===== config.mk =====
export PLATFORM = sky130hd
export DESIGN_NAME = rvfi_bus_dmem_write_check_flat
export DESIGN_NICKNAME = d
export VERILOG_FILES = /design/src/rtl/rvfi_bus_dmem_write_check_if.sv /design/src/rtl/rvfi_bus_dmem_write_check.sv /design/src/flat_wrapper.sv
export SDC_FILE = /design/constraint.sdc
export NUM_CORES = 1
export LEC_CHECK = 0
export CAP_MARGIN = 25
export CELL_PAD_IN_SITES_DETAIL_PLACEMENT = 1
export CELL_PAD_IN_SITES_GLOBAL_PLACEMENT = 1
export CORE_UTILIZATION = 40
export CTS_CLUSTER_SIZE = 40
export DETAILED_ROUTE_END_ITERATION = 12
export DONT_BUFFER_PORTS = 1
export HOLD_SLACK_MARGIN = 0.03
export PLACE_DENSITY = 0.8
export SYNTH_ARGS = -nofsm -noshare
export SYNTH_HDL_FRONTEND = slang
export SYNTH_SLANG_ARGS = --single-unit

===== constraint.sdc =====
create_clock -name clock -period 7.05 [get_ports clock]
set_input_delay 1.41 -clock clock [delete_from_list [all_inputs] [get_ports clock]]
set_output_delay 1.41 -clock clock [all_outputs]
set_load 0.02 [all_outputs]

===== src/rtl/rvfi_bus_dmem_write_check_if.sv =====
// Signal bundle for the bus data-write checker: retirement channels,
// bus channels, the tracked word address and the checker's verdict flags.
interface rvfi_bus_dmem_write_check_if #(
  parameter int NRET = 1,
  parameter int NBUS = 1,
  parameter int XLEN = 32
);
  // tracked word; tie to a rand-const register in the formal harness
  logic [XLEN-1:0]          dmem_addr;

  logic [NRET-1:0]          rvfi_valid;
  logic [NRET*XLEN-1:0]     rvfi_mem_addr;
  logic [NRET*XLEN/8-1:0]   rvfi_mem_wmask;
  logic [NRET*XLEN-1:0]     rvfi_mem_wdata;

  logic [NBUS-1:0]          rvfi_bus_valid;
  logic [NBUS-1:0]          rvfi_bus_data;
  logic [NBUS*XLEN-1:0]     rvfi_bus_addr;
  logic [NBUS*XLEN/8-1:0]   rvfi_bus_rmask;
  logic [NBUS*XLEN/8-1:0]   rvfi_bus_wmask;
  logic [NBUS*XLEN-1:0]     rvfi_bus_wdata;
  logic [NBUS-1:0]          rvfi_bus_fault;

  // registered verdicts for the previous cycle's traffic
  logic                     fail_unsol;
  logic                     fail_cover;
  logic                     fail_data;
  logic                     fail_timeout;
  logic                     assume_viol;
  logic [7:0]               fifo_count;

  modport master (
    output dmem_addr, rvfi_valid, rvfi_mem_addr, rvfi_mem_wmask, rvfi_mem_wdata,
           rvfi_bus_valid, rvfi_bus_data, rvfi_bus_addr, rvfi_bus_rmask,
           rvfi_bus_wmask, rvfi_bus_wdata, rvfi_bus_fault,
    input  fail_unsol, fail_cover, fail_data, fail_timeout, assume_viol, fifo_count
  );

  modport slave (
    input  dmem_addr, rvfi_valid, rvfi_mem_addr, rvfi_mem_wmask, rvfi_mem_wdata,
           rvfi_bus_valid, rvfi_bus_data, rvfi_bus_addr, rvfi_bus_rmask,
           rvfi_bus_wmask, rvfi_bus_wdata, rvfi_bus_fault,
    output fail_unsol, fail_cover, fail_data, fail_timeout, assume_viol, fifo_count
  );
endinterface


===== src/rtl/rvfi_bus_dmem_write_check.sv =====
// Bus data-write checker: every store retired to the tracked word must
// reach the bus byte-exact and in program order, with no unsolicited writes.
// Optional macro RISCV_FORMAL_BUS_WRITE_TIMEOUT_EN adds a bounded-liveness
// age check on the oldest pending store. Under FORMAL the verdicts also drive
// immediate assert/assume statements.
module rvfi_bus_dmem_write_check #(
  parameter int NRET    = 1,
  parameter int NBUS    = 1,
  parameter int XLEN    = 32,
  parameter int DEPTH   = 4,
  parameter int TIMEOUT = 16
) (
  input logic clock,
  input logic reset,
  input logic check,
  rvfi_bus_dmem_write_check_if.slave bus
);
  localparam int NB = XLEN / 8;
  localparam int PW = (DEPTH > 1) ? $clog2(DEPTH) : 1;
  localparam int CW = PW + 1;
  localparam logic [CW-1:0] FULL = CW'(DEPTH);

  // every address is considered reachable in this harness
  function automatic logic addr_valid(input logic [XLEN-1:0] a);
    return a == a;
  endfunction

  logic [NB-1:0]   mask_q [DEPTH];
  logic [NB-1:0]   mask_d [DEPTH];
  logic [XLEN-1:0] data_q [DEPTH];
  logic [XLEN-1:0] data_d [DEPTH];
  logic [PW-1:0]   wptr_q, wptr_d, rptr_q, rptr_d;
  logic [CW-1:0]   count_q, count_d;
  logic [NB-1:0]   head_mask_q, head_mask_d;
  logic            popped;
  logic            unsol, cover_err, data_err, asm_full, asm_fault, timeout_err;
  logic            fail_unsol_q, fail_unsol_d, fail_cover_q, fail_cover_d;
  logic            fail_data_q, fail_data_d, fail_timeout_q, fail_timeout_d;
  logic            assume_viol_q, assume_viol_d;

  // push retired stores, then drain bus writes against the FIFO head in channel order
  always_comb begin
    logic [XLEN-1:0] a;
    logic [NB-1:0]   m;
    mask_d      = mask_q;
    data_d      = data_q;
    wptr_d      = wptr_q;
    rptr_d      = rptr_q;
    count_d     = count_q;
    head_mask_d = head_mask_q;
    popped      = 1'b0;
    unsol       = 1'b0;
    cover_err   = 1'b0;
    data_err    = 1'b0;
    asm_full    = 1'b0;
    asm_fault   = 1'b0;
    for (int c = 0; c < NRET; c++) begin
      a = bus.rvfi_mem_addr[c*XLEN +: XLEN];
      m = bus.rvfi_mem_wmask[c*NB +: NB];
      if (bus.rvfi_valid[c] && a == bus.dmem_addr && addr_valid(bus.dmem_addr) && m != '0) begin
        if (count_d == FULL) begin
          asm_full = 1'b1;
        end else begin
          mask_d[wptr_d] = m;
          data_d[wptr_d] = bus.rvfi_mem_wdata[c*XLEN +: XLEN];
          if (count_d == '0) head_mask_d = m;
          wptr_d  = wptr_d + PW'(1);
          count_d = count_d + CW'(1);
        end
      end
    end
    for (int c = 0; c < NBUS; c++) begin
      if (bus.rvfi_bus_valid[c] && bus.rvfi_bus_data[c]) begin
        a = bus.rvfi_bus_addr[c*XLEN +: XLEN];
        for (int i = 0; i < NB; i++) begin
          for (int j = 0; j < NB; j++) begin
            if (a + XLEN'(i) == bus.dmem_addr + XLEN'(j)) begin
              if (bus.rvfi_bus_fault[c] &&
                  (bus.rvfi_bus_rmask[c*NB+i] || bus.rvfi_bus_wmask[c*NB+i]))
                asm_fault = 1'b1;
              if (bus.rvfi_bus_wmask[c*NB+i]) begin
                if (count_d == '0) begin
                  unsol = 1'b1;
                end else if (!head_mask_d[j]) begin
                  cover_err = 1'b1;
                end else begin
                  if (bus.rvfi_bus_wdata[c*XLEN + i*8 +: 8] != data_d[rptr_d][j*8 +: 8])
                    data_err = 1'b1;
                  head_mask_d[j] = 1'b0;
                end
              end
            end
          end
        end
        if (count_d != '0 && head_mask_d == '0) begin
          rptr_d      = rptr_d + PW'(1);
          count_d     = count_d - CW'(1);
          popped      = 1'b1;
          head_mask_d = (count_d != '0) ? mask_d[rptr_d] : '0;
        end
      end
    end
  end

`ifdef RISCV_FORMAL_BUS_WRITE_TIMEOUT_EN
  localparam int AW = $clog2(TIMEOUT + 1);
  logic [AW-1:0] age_q, age_d;

  // age the oldest pending store; restart on every pop or when empty
  always_comb begin
    age_d = age_q;
    if (popped || count_d == '0)
      age_d = '0;
    else if (count_q != '0 && age_q != AW'(TIMEOUT))
      age_d = age_q + AW'(1);
    timeout_err = (age_d >= AW'(TIMEOUT));
  end

  // age counter register
  always_ff @(posedge clock) begin
    if (reset) age_q <= '0;
    else       age_q <= age_d;
  end
`else
  // no liveness tracking in this build
  always_comb timeout_err = 1'b0;
`endif

  // verdicts are suppressed while reset is held; assumption hits ignore check
  always_comb begin
    fail_unsol_d   = !reset && check && unsol;
    fail_cover_d   = !reset && check && cover_err;
    fail_data_d    = !reset && check && data_err;
    fail_timeout_d = !reset && check && timeout_err;
    assume_viol_d  = !reset && (asm_full || asm_fault);
  end

  // control state and verdict registers
  always_ff @(posedge clock) begin
    if (reset) begin
      wptr_q         <= '0;
      rptr_q         <= '0;
      count_q        <= '0;
      head_mask_q    <= '0;
      fail_unsol_q   <= 1'b0;
      fail_cover_q   <= 1'b0;
      fail_data_q    <= 1'b0;
      fail_timeout_q <= 1'b0;
      assume_viol_q  <= 1'b0;
    end else begin
      wptr_q         <= wptr_d;
      rptr_q         <= rptr_d;
      count_q        <= count_d;
      head_mask_q    <= head_mask_d;
      fail_unsol_q   <= fail_unsol_d;
      fail_cover_q   <= fail_cover_d;
      fail_data_q    <= fail_data_d;
      fail_timeout_q <= fail_timeout_d;
      assume_viol_q  <= assume_viol_d;
    end
  end

  // FIFO payload storage, meaningful only under the valid pointers
  always_ff @(posedge clock) begin
    mask_q <= mask_d;
    data_q <= data_d;
  end

`ifdef FORMAL
  // formal view of the same verdicts
  always_comb begin
    if (!reset) begin
      assume (!asm_full && !asm_fault);
      assert (!check || !(unsol || cover_err || data_err || timeout_err));
    end
  end
`endif

  assign bus.fail_unsol   = fail_unsol_q;
  assign bus.fail_cover   = fail_cover_q;
  assign bus.fail_data    = fail_data_q;
  assign bus.fail_timeout = fail_timeout_q;
  assign bus.assume_viol  = assume_viol_q;
  assign bus.fifo_count   = 8'(count_q);
endmodule


===== src/flat_wrapper.sv =====
// flat-port wrapper written by rule: the top's interface ports become plain ports
module rvfi_bus_dmem_write_check_flat 
#(
  parameter int NRET    = 1,
  parameter int NBUS    = 1,
  parameter int XLEN    = 32,
  parameter int DEPTH   = 4,
  parameter int TIMEOUT = 16
)
  (clock, reset, check, bus_dmem_addr, bus_rvfi_valid, bus_rvfi_mem_addr, bus_rvfi_mem_wmask, bus_rvfi_mem_wdata, bus_rvfi_bus_valid, bus_rvfi_bus_data, bus_rvfi_bus_addr, bus_rvfi_bus_rmask, bus_rvfi_bus_wmask, bus_rvfi_bus_wdata, bus_rvfi_bus_fault, bus_fail_unsol, bus_fail_cover, bus_fail_data, bus_fail_timeout, bus_assume_viol, bus_fifo_count);
  rvfi_bus_dmem_write_check_if #(.NRET(NRET), .NBUS(NBUS), .XLEN(XLEN)) bus_i ();
  input logic clock;
  input logic reset;
  input logic check;
  input wire logic [$bits(bus_i.dmem_addr)-1:0] bus_dmem_addr;
  input wire logic [$bits(bus_i.rvfi_valid)-1:0] bus_rvfi_valid;
  input wire logic [$bits(bus_i.rvfi_mem_addr)-1:0] bus_rvfi_mem_addr;
  input wire logic [$bits(bus_i.rvfi_mem_wmask)-1:0] bus_rvfi_mem_wmask;
  input wire logic [$bits(bus_i.rvfi_mem_wdata)-1:0] bus_rvfi_mem_wdata;
  input wire logic [$bits(bus_i.rvfi_bus_valid)-1:0] bus_rvfi_bus_valid;
  input wire logic [$bits(bus_i.rvfi_bus_data)-1:0] bus_rvfi_bus_data;
  input wire logic [$bits(bus_i.rvfi_bus_addr)-1:0] bus_rvfi_bus_addr;
  input wire logic [$bits(bus_i.rvfi_bus_rmask)-1:0] bus_rvfi_bus_rmask;
  input wire logic [$bits(bus_i.rvfi_bus_wmask)-1:0] bus_rvfi_bus_wmask;
  input wire logic [$bits(bus_i.rvfi_bus_wdata)-1:0] bus_rvfi_bus_wdata;
  input wire logic [$bits(bus_i.rvfi_bus_fault)-1:0] bus_rvfi_bus_fault;
  output wire logic [$bits(bus_i.fail_unsol)-1:0] bus_fail_unsol;
  output wire logic [$bits(bus_i.fail_cover)-1:0] bus_fail_cover;
  output wire logic [$bits(bus_i.fail_data)-1:0] bus_fail_data;
  output wire logic [$bits(bus_i.fail_timeout)-1:0] bus_fail_timeout;
  output wire logic [$bits(bus_i.assume_viol)-1:0] bus_assume_viol;
  output wire logic [$bits(bus_i.fifo_count)-1:0] bus_fifo_count;
  assign bus_i.dmem_addr = bus_dmem_addr;
  assign bus_i.rvfi_valid = bus_rvfi_valid;
  assign bus_i.rvfi_mem_addr = bus_rvfi_mem_addr;
  assign bus_i.rvfi_mem_wmask = bus_rvfi_mem_wmask;
  assign bus_i.rvfi_mem_wdata = bus_rvfi_mem_wdata;
  assign bus_i.rvfi_bus_valid = bus_rvfi_bus_valid;
  assign bus_i.rvfi_bus_data = bus_rvfi_bus_data;
  assign bus_i.rvfi_bus_addr = bus_rvfi_bus_addr;
  assign bus_i.rvfi_bus_rmask = bus_rvfi_bus_rmask;
  assign bus_i.rvfi_bus_wmask = bus_rvfi_bus_wmask;
  assign bus_i.rvfi_bus_wdata = bus_rvfi_bus_wdata;
  assign bus_i.rvfi_bus_fault = bus_rvfi_bus_fault;
  assign bus_fail_unsol = bus_i.fail_unsol;
  assign bus_fail_cover = bus_i.fail_cover;
  assign bus_fail_data = bus_i.fail_data;
  assign bus_fail_timeout = bus_i.fail_timeout;
  assign bus_assume_viol = bus_i.assume_viol;
  assign bus_fifo_count = bus_i.fifo_count;
  rvfi_bus_dmem_write_check #(.NRET(NRET), .NBUS(NBUS), .XLEN(XLEN), .DEPTH(DEPTH), .TIMEOUT(TIMEOUT)) u_core (.clock(clock), .reset(reset), .check(check), .bus(bus_i));
endmodule

==> metrics.md <==
| Metric | Value |
|---|---|
| Resize count post-CTS | 0 |
| Synth Instances | 3145 |
| Clock transition at path regs | 0.07 ns |
| Register area | 3187 sq um |
| CORE AREA | 56390 sq um |
| Clk pwr share | 34.9% |
| Worst ir drop on vdd | 0.1874 mV |
| Initial DRC count | 4449 |
| Clk_lat worst skew | 0.49 ns |
| Ys flop type | dfxtp_1 |
| Ratio of final minimum period to clock period | 91.48% |
| Int Power | 1.802 mW |
| Number of port buffers | 0 |
| Fmax | 0.1551 GHz |
| Critical Path Slowest Stage Cell | xnor2_1 |
| Sequential power share | 30.2% |
| Pins Over Slew Limit | 0 |
| WP data arrival | 6.86 ns |
| Maximum clock path buffer count | 2 |
| Largest fanout on the critical path | 8 |
| Sequential fraction of the synthesis area | 13.92% |
| Final min period | 6.450 ns |
| Initial antenna violation count | 16 |
| CP Capture Type | register |
| #FFs+latches synth | 159 |
| Total number of vias | 28.56k |
| Drt wl/cell | 38.93 um |
| Total Wirelength | 151700 um |
| Sw frac | 39.27% |
| Post-synth ARST share | 0% |
| Met2 wire length | 58150 um |
| Largest net degree at the start of global routing | 60 |
| CTS root buf | clkbuf_16 |
| Worst Path Required | 7.46 ns |
| Vias in the first global route | 26.77k |
| Die height | 241.1 um |
| Power Total | 2.967 mW |
| CTS tree | done |
| Number of synthesized flops with an enable pin | 0 |
| CTS Sinks | 159 |
| Max_cap viols | 0 |
| Max incr delay on CP | 0.91 ns |
| Setup TNS | 0 ns |
| Die area | 58120 sq um |
| Met1 WL | 61600 um |
| Post-CTS Hold Buffers | 0 |
| Pwr/cell area | 120.1 nW/um^2 |
| Crit Path Class | primary input to register |
| Syn avg cell area | 7.270 sq um |
| Outcome | complete, no violations |
| Nets | 3312 |
| Fill cells | 7127 |
| Final hold violation count | 0 |
| Comb power frac | 34.9% |
| Cell area after synthesis | 22860 sq um |
| Worst-margin pin slew | 1.190 ns |
| Skew final | 0.02335 ns |
| Die Wd | 241.1 um |
| Overflow after GRT | 0 |
| Net switching power figure | 1.165 mW |
| Max-slew headroom | 20.09% |
| Pre-Repair DR Iteration Count | 6 |
| Leak Pwr | 8.942 nW |
| HPWL Detailed | 122200 um |
| Final setup violation count | 0 |
| First-pass GRT wire length | 205500 um |
| Critical-path cell list | xnor2_1 -> nand4_1 -> buf_4 -> nor2_1 -> nand3_1 -> nor2_1 -> mux2i_1 -> ha_1 -> ha_1 -> nand2b_1 -> nor3_1 -> nand4_1 -> o21ai_0 -> a21oi_1 -> a2111oi_4 -> nand3_4 -> or3_1 -> a21oi_1 |
| Gp weighted congestion | 1.187 |
| Post-route insts no fill | 3898 |
| Initial core utilization | 40.55% |
| Total clock buffers created by CTS | 17 |
| Vias/cell | 7.327 |
| Syn-to-layout area delta | 8.049% |
| R2r setup slk | 1.88 ns |
| Rows | 87 |
| Boundary Pins | 192 |
| Distinct cell type count after synthesis | 107 |
| Placed Cells incl. Taps | 3849 |
| Worst setup SP type | primary input |
| Hold Crit Class | register to register |
| DRC | 0 |
| Synthesis warning total | 0 |
| Multi-input logic area | 18180 sq um |
| GRT Util Overall | 50.52% |
| Post-CTS Setup Inserts | 0 |
| Post-route ant nets | 0 |
| Share of cells above drive strength 1 | 9.843% |
| RSZ-0062 raised after global routing | false |
| Top sig layer | met5 |
| H-tree depth | 4 |
| Met3 wire len | 23650 um |
[final timing paths]
| path | from | endpoint | cells past startpoint |
|---|---|---|---|
| setup / recovery | bus_rvfi_mem_addr[10] | u_core.rptr_q[1] | 18 |
| hold reg to reg | u_core.data_q[61] | u_core.data_q[61] | 2 |
| hold / removal | u_core.data_q[61] | u_core.data_q[61] | 2 |
| setup reg to reg | u_core.count_q[0] | u_core.rptr_q[1] | 17 |
[worst max-delay path, delay by kind of cell]
family | cells | cell delay [ns]
muxes | 1 | 0.26
adders and majority gates | 2 | 0.60
buffers and inverters | 1 | 0.28
and+or+nand+nor | 9 | 2.29
xor gates and xnor gates | 1 | 0.91
AOI/OAI and AO/OA | 4 | 1.11
[cell usage in the layout, fill, tap and decap left out, types with 18 or more instances in the layout]
master / synthesis / final
nand2_1: 428 / 428
xnor2_1: 404 / 404
buf_4: 40 / 168
nand4_1: 163 / 163
dfxtp_1: 159 / 158
xor2_1: 155 / 155
nor2_1: 147 / 147
nand3_1: 122 / 122
nor3_1: 117 / 115
inv_1: 108 / 108
nor4_1: 113 / 106
o21ai_0: 91 / 91
a21oi_1: 85 / 85
mux2i_1: 75 / 75
and3_1: 60 / 60
and4_1: 59 / 58
or3_1: 44 / 44
o22ai_1: 43 / 43
or4_1: 39 / 39
and2_1: 33 / 33
a31oi_1: 28 / 28
a211oi_1: 23 / 23
o211ai_1: 21 / 21
o21a_1: 20 / 20
xnor3_1: 20 / 20
nand2b_1: 18 / 18
[logic make-up after synthesis]
logic type                 Yosys count  share of synthesized area [%]
and+or+nand+nor                   1451                          34.70
xor gates and xnor gates           586                          23.91
AOI/OAI and AO/OA                  490                          14.79
buffers and inverters              342                          6.972
DFF                                159                          13.92
muxes                               98                          4.712
adders and majority gates           18                         0.9740
other                                1                        0.01640
[cell type report]
cell class / instances / share of cell area (%)
Multi-Input combinational cell: 2649 / 73.58
Sequential cell: 159 / 12.90
Timing Repair Buffer: 172 / 5.257
Tap cell: 756 / 3.829
Inverter: 117 / 1.778
Clock buffer: 18 / 1.737
Clock inverter: 14 / 0.7850
Antenna cell: 13 / 0.1317
[power by group through the flow]
stage	logic, mW	registers [mW]	clock network, mW
after floorplan	0.679	0.919	0
after global placement	0.957	0.918	0
after detailed placement	0.964	0.918	0
after CTS	0.970	0.897	1.03
after global routing	1.04	0.897	1.06
final	1.04	0.897	1.03
[per-layer routing]
layer  global-route usage [%]  vias to the layer above
met3                    20.55                      521
met2                    68.56                     2444
li1                         -                    11380
met4                    20.79                       12
met5                        0                        -
met1                    69.35                    14210
[state kept, by name, summed over array words and instances (netlist names)]
signal / flops
u_core.wptr_q: 2
u_core.head_mask_q: 4
u_core.bus.fail_data: 1
u_core.bus.fail_cover: 1
u_core.bus.assume_viol: 1
u_core.mask_q: 16
u_core.count_q: 3
u_core.bus.fail_unsol: 1
u_core.rptr_q: 2
u_core.data_q: 128
[metrics by stage]
stage / worst slack, ns / util (%) / hold WS [ns] / area (sq um)
after floorplan: 1.403 / - / 0.4069 / 22880
after global placement: 0.1842 / 42.58 / 0.4151 / 24010
after detailed placement: 0.02413 / 42.60 / 0.4312 / 24020
after CTS: 0.4544 / 43.71 / 0.4418 / 24640
after global routing: 0.4389 / 43.76 / 0.4594 / 24670
final: 0.6005 / 43.81 / 0.4487 / 24700
[Yosys cell counts (all sizes together), types with 11 or more instances]
master | n | area [sq um]
a2111oi | 14 | 147.6
a211oi | 23 | 172.7
a21boi | 14 | 105.1
a21oi | 86 | 434.2
a22oi | 16 | 120.1
a31oi | 28 | 175.2
and2 | 34 | 212.7
and3 | 60 | 375.4
and4 | 59 | 516.8
buf | 144 | 830.8
clkbuf | 79 | 306.5
dfxtp | 159 | 3183
ha | 17 | 212.7
inv | 110 | 412.9
mux2 | 17 | 191.4
mux2i | 75 | 750.7
nand2 | 428 | 1607
nand2b | 18 | 112.6
nand3 | 124 | 638.1
nand4 | 177 | 1239
nor2 | 150 | 575.6
nor2b | 11 | 68.82
nor3 | 122 | 641.9
nor4 | 124 | 879.6
nor4b | 12 | 105.1
o211ai | 24 | 195.2
o21a | 20 | 150.1
o21ai | 93 | 465.5
o22a | 12 | 105.1
o22ai | 43 | 269.0
o31a | 14 | 122.6
or2 | 14 | 87.58
or3 | 45 | 286.5
or4 | 40 | 304.0
xnor2 | 409 | 3620
xnor3 | 20 | 450.4
xor2 | 156 | 1374
(Power assumes the default switching activity.)
